--- src/rtl/cpu_types_pkg.sv ---
// Shared types for the MIPS core's memory arbiter.
//   arb_state_t : arbiter FSM state (IDLE / I_ACC / D_ACC)
//   arb_acc_t   : access latched at grant (address, write data, write flag)
//   BAD_DATA    : load value returned when the watchdog aborts an access
package cpu_types_pkg;

    typedef enum logic [1:0] {
        IDLE  = 2'd0,
        I_ACC = 2'd1,
        D_ACC = 2'd2
    } arb_state_t;

    typedef struct packed {
        logic [31:0] addr;
        logic [31:0] store;
        logic        wen;
    } arb_acc_t;

    localparam logic [31:0] BAD_DATA = 32'hBAD0_BAD0;

    // Streak counter holds values up to 15; watchdog counts up to 65535.
    localparam int STREAK_W = 4;
    localparam int WD_W     = 16;

endpackage

--- src/rtl/mem_arb_grant.sv ---
// Grant selection for the memory arbiter.
//   CLK, RST        : clock, synchronous active-high reset
//   i_req           : fetch read request (iREN)
//   d_ren, d_wen    : data read / write requests
//   ihit, dhit      : hit pulses currently on the arbiter outputs
//   idle            : arbiter FSM is in IDLE
//   grant_i/grant_d : one-hot grant, only asserted while idle
// Data wins over fetch except when fetch has waited out MAX_DSTREAK
// consecutive data grants; the streak counter lives here.
module mem_arb_grant
    import cpu_types_pkg::*;
#(
    parameter int MAX_DSTREAK = 4
) (
    input  logic CLK,
    input  logic RST,
    input  logic i_req,
    input  logic d_ren,
    input  logic d_wen,
    input  logic ihit,
    input  logic dhit,
    input  logic idle,
    output logic grant_i,
    output logic grant_d
);

    logic [STREAK_W-1:0] streak_q, streak_d;
    logic i_elig, d_elig, force_i;

    always_comb begin
        // A requester whose hit is showing this cycle still has its old
        // request up; ignore it so the finished access is not replayed.
        i_elig  = i_req & ~ihit;
        d_elig  = (d_ren | d_wen) & ~dhit;
        force_i = i_elig && (streak_q == STREAK_W'(MAX_DSTREAK));
        grant_d = idle & d_elig & ~force_i;
        grant_i = idle & i_elig & ~grant_d;

        streak_d = streak_q;
        if (grant_i) begin
            streak_d = '0;
        end else if (grant_d) begin
            if (!i_req) begin
                streak_d = '0;
            end else if (streak_q != STREAK_W'(MAX_DSTREAK)) begin
                streak_d = streak_q + 1'b1;
            end
        end
    end

    always_ff @(posedge CLK) begin
        if (RST) begin
            streak_q <= '0;
        end else begin
            streak_q <= streak_d;
        end
    end

endmodule

--- src/rtl/mem_arbiter.sv ---
// Single-ported RAM arbiter between instruction fetch and the MEM stage.
//   CLK, RST              : clock, synchronous active-high reset
//   iREN, iaddr           : fetch request (held until ihit) and address
//   ihit, iload           : fetch completion pulse and held fetch data
//   dREN, dWEN, daddr,
//   dstore                : data request (held until dhit), address, data
//   dhit, dload           : data completion pulse and held read data
//   ram_ren, ram_wen,
//   ram_addr, ram_store   : registered RAM strobes, address, write data
//   ram_load, ram_ready   : RAM read data and completion flag
//   timeout_err           : pulses with the hit of a watchdog-aborted access
// Handshake: a requester raises its request and keeps it and its address
// stable until its hit pulse; the RAM finishes an access by raising
// ram_ready for one cycle while a strobe is high.
module mem_arbiter
    import cpu_types_pkg::*;
#(
    parameter int MAX_DSTREAK = 4,
    parameter int TIMEOUT     = 64
) (
    input  logic        CLK,
    input  logic        RST,
    input  logic        iREN,
    input  logic [31:0] iaddr,
    output logic        ihit,
    output logic [31:0] iload,
    input  logic        dREN,
    input  logic        dWEN,
    input  logic [31:0] daddr,
    input  logic [31:0] dstore,
    output logic        dhit,
    output logic [31:0] dload,
    output logic        ram_ren,
    output logic        ram_wen,
    output logic [31:0] ram_addr,
    output logic [31:0] ram_store,
    input  logic [31:0] ram_load,
    input  logic        ram_ready,
    output logic        timeout_err
);

    arb_state_t      state_q, state_d;
    arb_acc_t        acc_q, acc_d;
    logic            ren_q, ren_d, wen_q, wen_d;
    logic            ihit_q, ihit_d, dhit_q, dhit_d, terr_q, terr_d;
    logic [31:0]     iload_q, iload_d, dload_q, dload_d;
    logic [WD_W-1:0] wd_q, wd_d, wd_inc;
    logic            grant_i, grant_d, done, abort;

    mem_arb_grant #(.MAX_DSTREAK(MAX_DSTREAK)) u_grant (
        .CLK     (CLK),
        .RST     (RST),
        .i_req   (iREN),
        .d_ren   (dREN),
        .d_wen   (dWEN),
        .ihit    (ihit_q),
        .dhit    (dhit_q),
        .idle    (state_q == IDLE),
        .grant_i (grant_i),
        .grant_d (grant_d)
    );

    // State register (plus all datapath flops).
    always_ff @(posedge CLK) begin
        if (RST) begin
            state_q <= IDLE;
            acc_q   <= '0;
            ren_q   <= 1'b0;
            wen_q   <= 1'b0;
            ihit_q  <= 1'b0;
            dhit_q  <= 1'b0;
            terr_q  <= 1'b0;
            iload_q <= '0;
            dload_q <= '0;
            wd_q    <= '0;
        end else begin
            state_q <= state_d;
            acc_q   <= acc_d;
            ren_q   <= ren_d;
            wen_q   <= wen_d;
            ihit_q  <= ihit_d;
            dhit_q  <= dhit_d;
            terr_q  <= terr_d;
            iload_q <= iload_d;
            dload_q <= dload_d;
            wd_q    <= wd_d;
        end
    end

    // Next state. ram_ready beats the watchdog when both land together.
    always_comb begin
        state_d = state_q;
        done    = 1'b0;
        abort   = 1'b0;
        wd_inc  = wd_q + 1'b1;
        case (state_q)
            IDLE: begin
                if (grant_d) begin
                    state_d = D_ACC;
                end else if (grant_i) begin
                    state_d = I_ACC;
                end
            end
            I_ACC, D_ACC: begin
                if (ram_ready) begin
                    done    = 1'b1;
                    state_d = IDLE;
                end else if ((TIMEOUT > 0) && (wd_inc == WD_W'(TIMEOUT))) begin
                    abort   = 1'b1;
                    state_d = IDLE;
                end
            end
            default: state_d = IDLE;
        endcase
    end

    // Outputs and latched datapath.
    always_comb begin
        acc_d   = acc_q;
        ren_d   = ren_q;
        wen_d   = wen_q;
        ihit_d  = 1'b0;
        dhit_d  = 1'b0;
        terr_d  = 1'b0;
        iload_d = iload_q;
        dload_d = dload_q;
        wd_d    = wd_q;
        if (state_q == IDLE) begin
            if (grant_d || grant_i) begin
                acc_d.addr  = grant_d ? daddr : iaddr;
                acc_d.store = grant_d ? dstore : '0;
                // A data request with both strobes up is a write.
                acc_d.wen   = grant_d & dWEN;
                ren_d       = grant_i | (grant_d & ~dWEN);
                wen_d       = grant_d & dWEN;
                wd_d        = '0;
            end
        end else if (done || abort) begin
            ren_d  = 1'b0;
            wen_d  = 1'b0;
            terr_d = abort;
            if (state_q == I_ACC) begin
                ihit_d  = 1'b1;
                iload_d = abort ? BAD_DATA : ram_load;
            end else begin
                dhit_d = 1'b1;
                if (abort) begin
                    dload_d = BAD_DATA;
                end else if (!acc_q.wen) begin
                    dload_d = ram_load;
                end
            end
        end else begin
            wd_d = wd_inc;
        end
    end

    assign ihit        = ihit_q;
    assign iload       = iload_q;
    assign dhit        = dhit_q;
    assign dload       = dload_q;
    assign ram_ren     = ren_q;
    assign ram_wen     = wen_q;
    assign ram_addr    = acc_q.addr;
    assign ram_store   = acc_q.store;
    assign timeout_err = terr_q;

endmodule

--- config.mk ---
export PLATFORM = sky130hd
export DESIGN_NAME = mem_arbiter
export DESIGN_NICKNAME = d
export VERILOG_FILES = /design/src/rtl/cpu_types_pkg.sv /design/src/rtl/mem_arb_grant.sv /design/src/rtl/mem_arbiter.sv
export SDC_FILE = /design/constraint.sdc
export NUM_CORES = 1
export LEC_CHECK = 0
export CORE_ASPECT_RATIO = 0.8
export CORE_UTILIZATION = 30
export CTS_CLUSTER_DIAMETER = 50
export CTS_CLUSTER_SIZE = 28
export DETAILED_ROUTE_END_ITERATION = 12
export GPL_ROUTABILITY_DRIVEN = 0
export PLACE_DENSITY = 0.63
export SYNTH_ARGS = -nofsm -noshare
export SYNTH_HDL_FRONTEND = slang
export SYNTH_SLANG_ARGS = --single-unit
--- constraint.sdc ---
create_clock -name CLK -period 5.1 [get_ports CLK]
set_input_delay 1.02 -clock CLK [delete_from_list [all_inputs] [get_ports CLK]]
set_output_delay 1.02 -clock CLK [all_outputs]
set_load 0.02 [all_outputs]
==> summary.md <==
| Metric | Value |
|---|---|
| Met1 Track Usage GR | 0.232 |
| Power Density | 466 mW/mm^2 |
| Delay-heaviest family, CP | simple AND/OR/NAND/NOR gates |
| Outcome | finished clean |
| CP peak stage delay | 0.49 ns |
| Area of the multi-input gates | between 0.003 and 0.004 sq mm |
| Synth async-reset ratio | 0 |
| RSZ-0062 raised after global routing | false |
| Worst-skew pair later-pin latency | 0.42 ns |
| Worst-Margin Slew | 0.997 ns |
| Root Buffer | clkbuf_16 |
| Main combinational cell family by area after synthesis | compound AO/OA/AOI/OAI gates |
| DRT Wirelength | 21.1 mm |
| Synth Cell Area | 0.00710 sq mm |
| Syn. warnings | 0 |
| Post-synthesis register bit count | ~160 |
| CTS Hold Bufs | 0 |
| Slew headroom | 0.334 |
| Top FF cell, synth | dfxtp_1 |
| Tcrit/Tclk final | 0.608 |
| Final hold slack | 0.464 ns |
| Die X | 174 um |
| Placed cells | between 1000 and 1500 |
| Syn Nets | roughly 950 |
| Starting Density | 0.311 |
| Clock power frac | 0.269 |
| Gate Count Post-Synth | 807 |
| Maxcap violations | 0 |
| Clock sinks | between 150 and 200 |
| Reg2reg setup slack | 2.00 ns |
| Core Area | 0.0229 sq mm |
| Ratio of cells with drive above 1 in the final layout | 0.0853 |
| Layout Nets | 1111 |
| CP max-delay cell | nor4_2 |
| Setup TNS | 0 ns |
| Final Critical Period | 3.10 ns |
| Clock Tree Buf Depth | 2 |
| Filler cells | 2207 |
| M3 GR Usage | 0.0462 |
| Critical path capture point type | flip-flop |
| Pre-Repair DR Iteration Count | 5 |
| Area growth, synth to finish | 41.5% |
| Fin area | 0.0100 sq mm |
| Grt ovf | 0 |
| Residual DRC | 0 |
| Endpoints failing hold | 0 |
| Simple-gate portion of the synthesized area | 0.200 |
| # IOs | 267 |
| Vias in the first global route | 6113 |
| Non-Filler Instances | 1291 |
| Switching Fraction | 0.384 |
| Critical Path RT | 5.47 ns |
| Die area | 0.0243 sq mm |
| Crit path max fanout | 16 |
| Row count | 49 |
| Switching pwr | between 1.5 and 2 mW |
| Critical-path cell list | ha_1 -> nand3_1 -> nor4_2 -> mux2i_1 -> and4b_1 -> a21o_4 -> a31oi_4 -> a22o_1 |
| Post-CTS Setup Bufs | 0 |
| Worst Path Buf+Inv | 0 |
| Vias per inst | 5.05 |
| Clk slew on worst S/H paths | 0.07 ns |
| Combinational power share | 0.390 |
| Cell Int Power | 2.89 mW |
| DP Area | between 0.009 and 0.01 sq mm |
| Clock Skews | 0.0143 ns |
| Compound-Gate Fraction of Synth Area | 0.231 |
| CP startpoint kind | flip-flop |
| Flop pwr share | 0.341 |
| DRC marker count from the first detailed-route iteration | 334 |
| Post-CTS sizing | 0 |
| Wire per inst | 16.3 um |
| Worst Path Class, Setup | reg -> reg |
| GR peak layer | met2 |
| Avg Inst Size Synth | 8.80 sq um |
| Sequential fraction of the synthesis area | 0.440 |
| TritonCTS buffer count | 17 |
| First-pass GRT wire length | 33.5 mm |
| Antenna diodes | 0 |
| Hold crit path type | reg -> reg |
| Mux contribution to synthesized area | 0.00740 |
| Post-synthesis xor/xnor area fraction | 0.00247 |
| PortBufs | 266 |
| DP HPWL | around 14 mm |
| H-tree level count | 4 |
| Number of flops mapped to enable cells by yosys | 0 |
| TritonCTS clock tree | built |
| Leak | around 3.6 nW |
| GRT Util Overall | 0.171 |
| Critical Path AT | 3.47 ns |
| Slew Viols, Final | 0 |
| Reg area | 0.00312 sq mm |
| # setup viols final | 0 |
| Initial antenna violation count | 0 |
| DR vias | roughly 6500 |
| Pin count of the biggest net entering global routing | 81 |
| Die height | 140 um |
| Grt met2 use | 0.261 |
| Adder-Cell Fraction of Synth Area | 0.00881 |
| Peak supply drop | 0.000290 V |
| Unique masters post-synth | 69 |
| Post-route ant nets | 0 |
| Max Fclk | about 320 MHz |
==> state kept, by name (all words and copies together) (netlist names) <==
signal / count
ram_store: 32
ram_addr: 32
iload: 32
state_q: 2
ram_wen: 1
ram_ren: 1
wd_q: 16
dhit: 1
acc_q: 1
u_grant.streak_q: 4
timeout_err: 1
dload: 32
ihit: 1
==> area by class of cell <==
| type | count | share of cell area |
|---|---|---|
| tap | 306 | 0.0381 |
| timing repair buffer | 276 | 0.272 |
| inverter | 8 | 0.00299 |
| multi-input combinational | 513 | 0.319 |
| clock inverter | 15 | 0.0153 |
| sequential | 156 | 0.311 |
| clock buffer | 17 | 0.0423 |
==> path summary, 6_finish.rpt <==
path | start | to | cells past startpoint
setup / recovery | wd_q[0]$_SDFFE_PP0P_ | iload[19]$_SDFFE_PP0P_ | 8
setup reg to reg | wd_q[0]$_SDFFE_PP0P_ | iload[19]$_SDFFE_PP0P_ | 8
hold reg to reg | u_grant.streak_q[3]$_SDFFE_PP0P_ | u_grant.streak_q[3]$_SDFFE_PP0P_ | 1
hold / removal | u_grant.streak_q[3]$_SDFFE_PP0P_ | u_grant.streak_q[3]$_SDFFE_PP0P_ | 1
==> power by group through the flow <==
stage	clock network, mW	logic, mW	registers [mW]
6_report	1.26	1.83	1.60
5_1_grt	1.35	1.99	1.63
4_1_cts	1.30	1.84	1.60
3_5_place_dp	0	1.83	1.62
3_3_place_gp	0	1.82	1.62
2_1_floorplan	0	1.21	1.66
==> cell usage in the layout (no fill, tap or decap), types with 5 or more instances in the layout <==
cell,Yosys,final
and4_1,16,16
dfxtp_1,156,156
a311oi_1,32,32
clkbuf_16,0,17
ha_1,5,5
clkdlybuf4s50_1,0,265
inv_1,8,7
a31oi_1,16,16
o221a_1,10,10
o221a_2,22,22
o211ai_1,8,8
nor2_1,48,48
a22o_1,16,16
a21oi_1,44,43
buf_4,66,10
o21ai_0,31,31
nand2b_1,7,7
nand2_1,118,117
nand3_1,59,59
==> metrics by stage <==
step / util / worst slack, ns / total power, mW
global placement: 0.414 / 1.73 / 3.44
global route: 0.439 / 1.74 / 4.97
detailed placement: 0.414 / 1.63 / 3.45
finish: 0.439 / 2.00 / 4.69
CTS: 0.439 / 2.02 / 4.73
floorplan: - / 2.51 / 2.88
==> cells in the mapped netlist (5+ instances only) <==
library cell / instances / area share
dfxtp_1: 156 / 0.44
nand2_1: 118 / 0.062
buf_4: 66 / 0.070
nand3_1: 59 / 0.042
clkbuf_1: 51 / 0.027
nor2_1: 48 / 0.025
a21oi_1: 44 / 0.031
a311oi_1: 32 / 0.039
o21ai_0: 31 / 0.022
o221a_2: 22 / 0.035
a22o_1: 16 / 0.020
a31oi_1: 16 / 0.014
and4_1: 16 / 0.020
o221a_1: 10 / 0.016
buf_1: 8 / 0.0042
inv_1: 8 / 0.0042
o211ai_1: 8 / 0.0085
nand2b_1: 7 / 0.0062
ha_1: 5 / 0.0088
==> logic make-up (layout without fill, tap and decap cells) <==
group / count (synthesis) / count (layout)
simple gates: 288 / 288
xor+xnor: 2 / 2
fa+ha+maj: 5 / 5
mux: 4 / 4
compound gates: 214 / 214
buf+inv: 138 / 316
flops: 156 / 156
==> worst reg2reg max path: cells and delay by family, from the launching register on <==
| kind | cells | cell delay [ns] |
|---|---|---|
| multiplexers | 1 | 0.35 |
| AO/OA/AOI/OAI | 3 | 0.95 |
| adder cells (fa/ha/maj) | 1 | 0.29 |
| flip-flops | 1 | 0.42 |
| AND/OR/NAND/NOR | 3 | 1.04 |
==> routing by layer <==
layer  vias up  wire, um
met1      3083      9810
li1       3217         -
met5         -         0
met4         0       298
met2       198      9670
met3        16      1290
No activity file was read; power rests on OpenSTA's default activity.
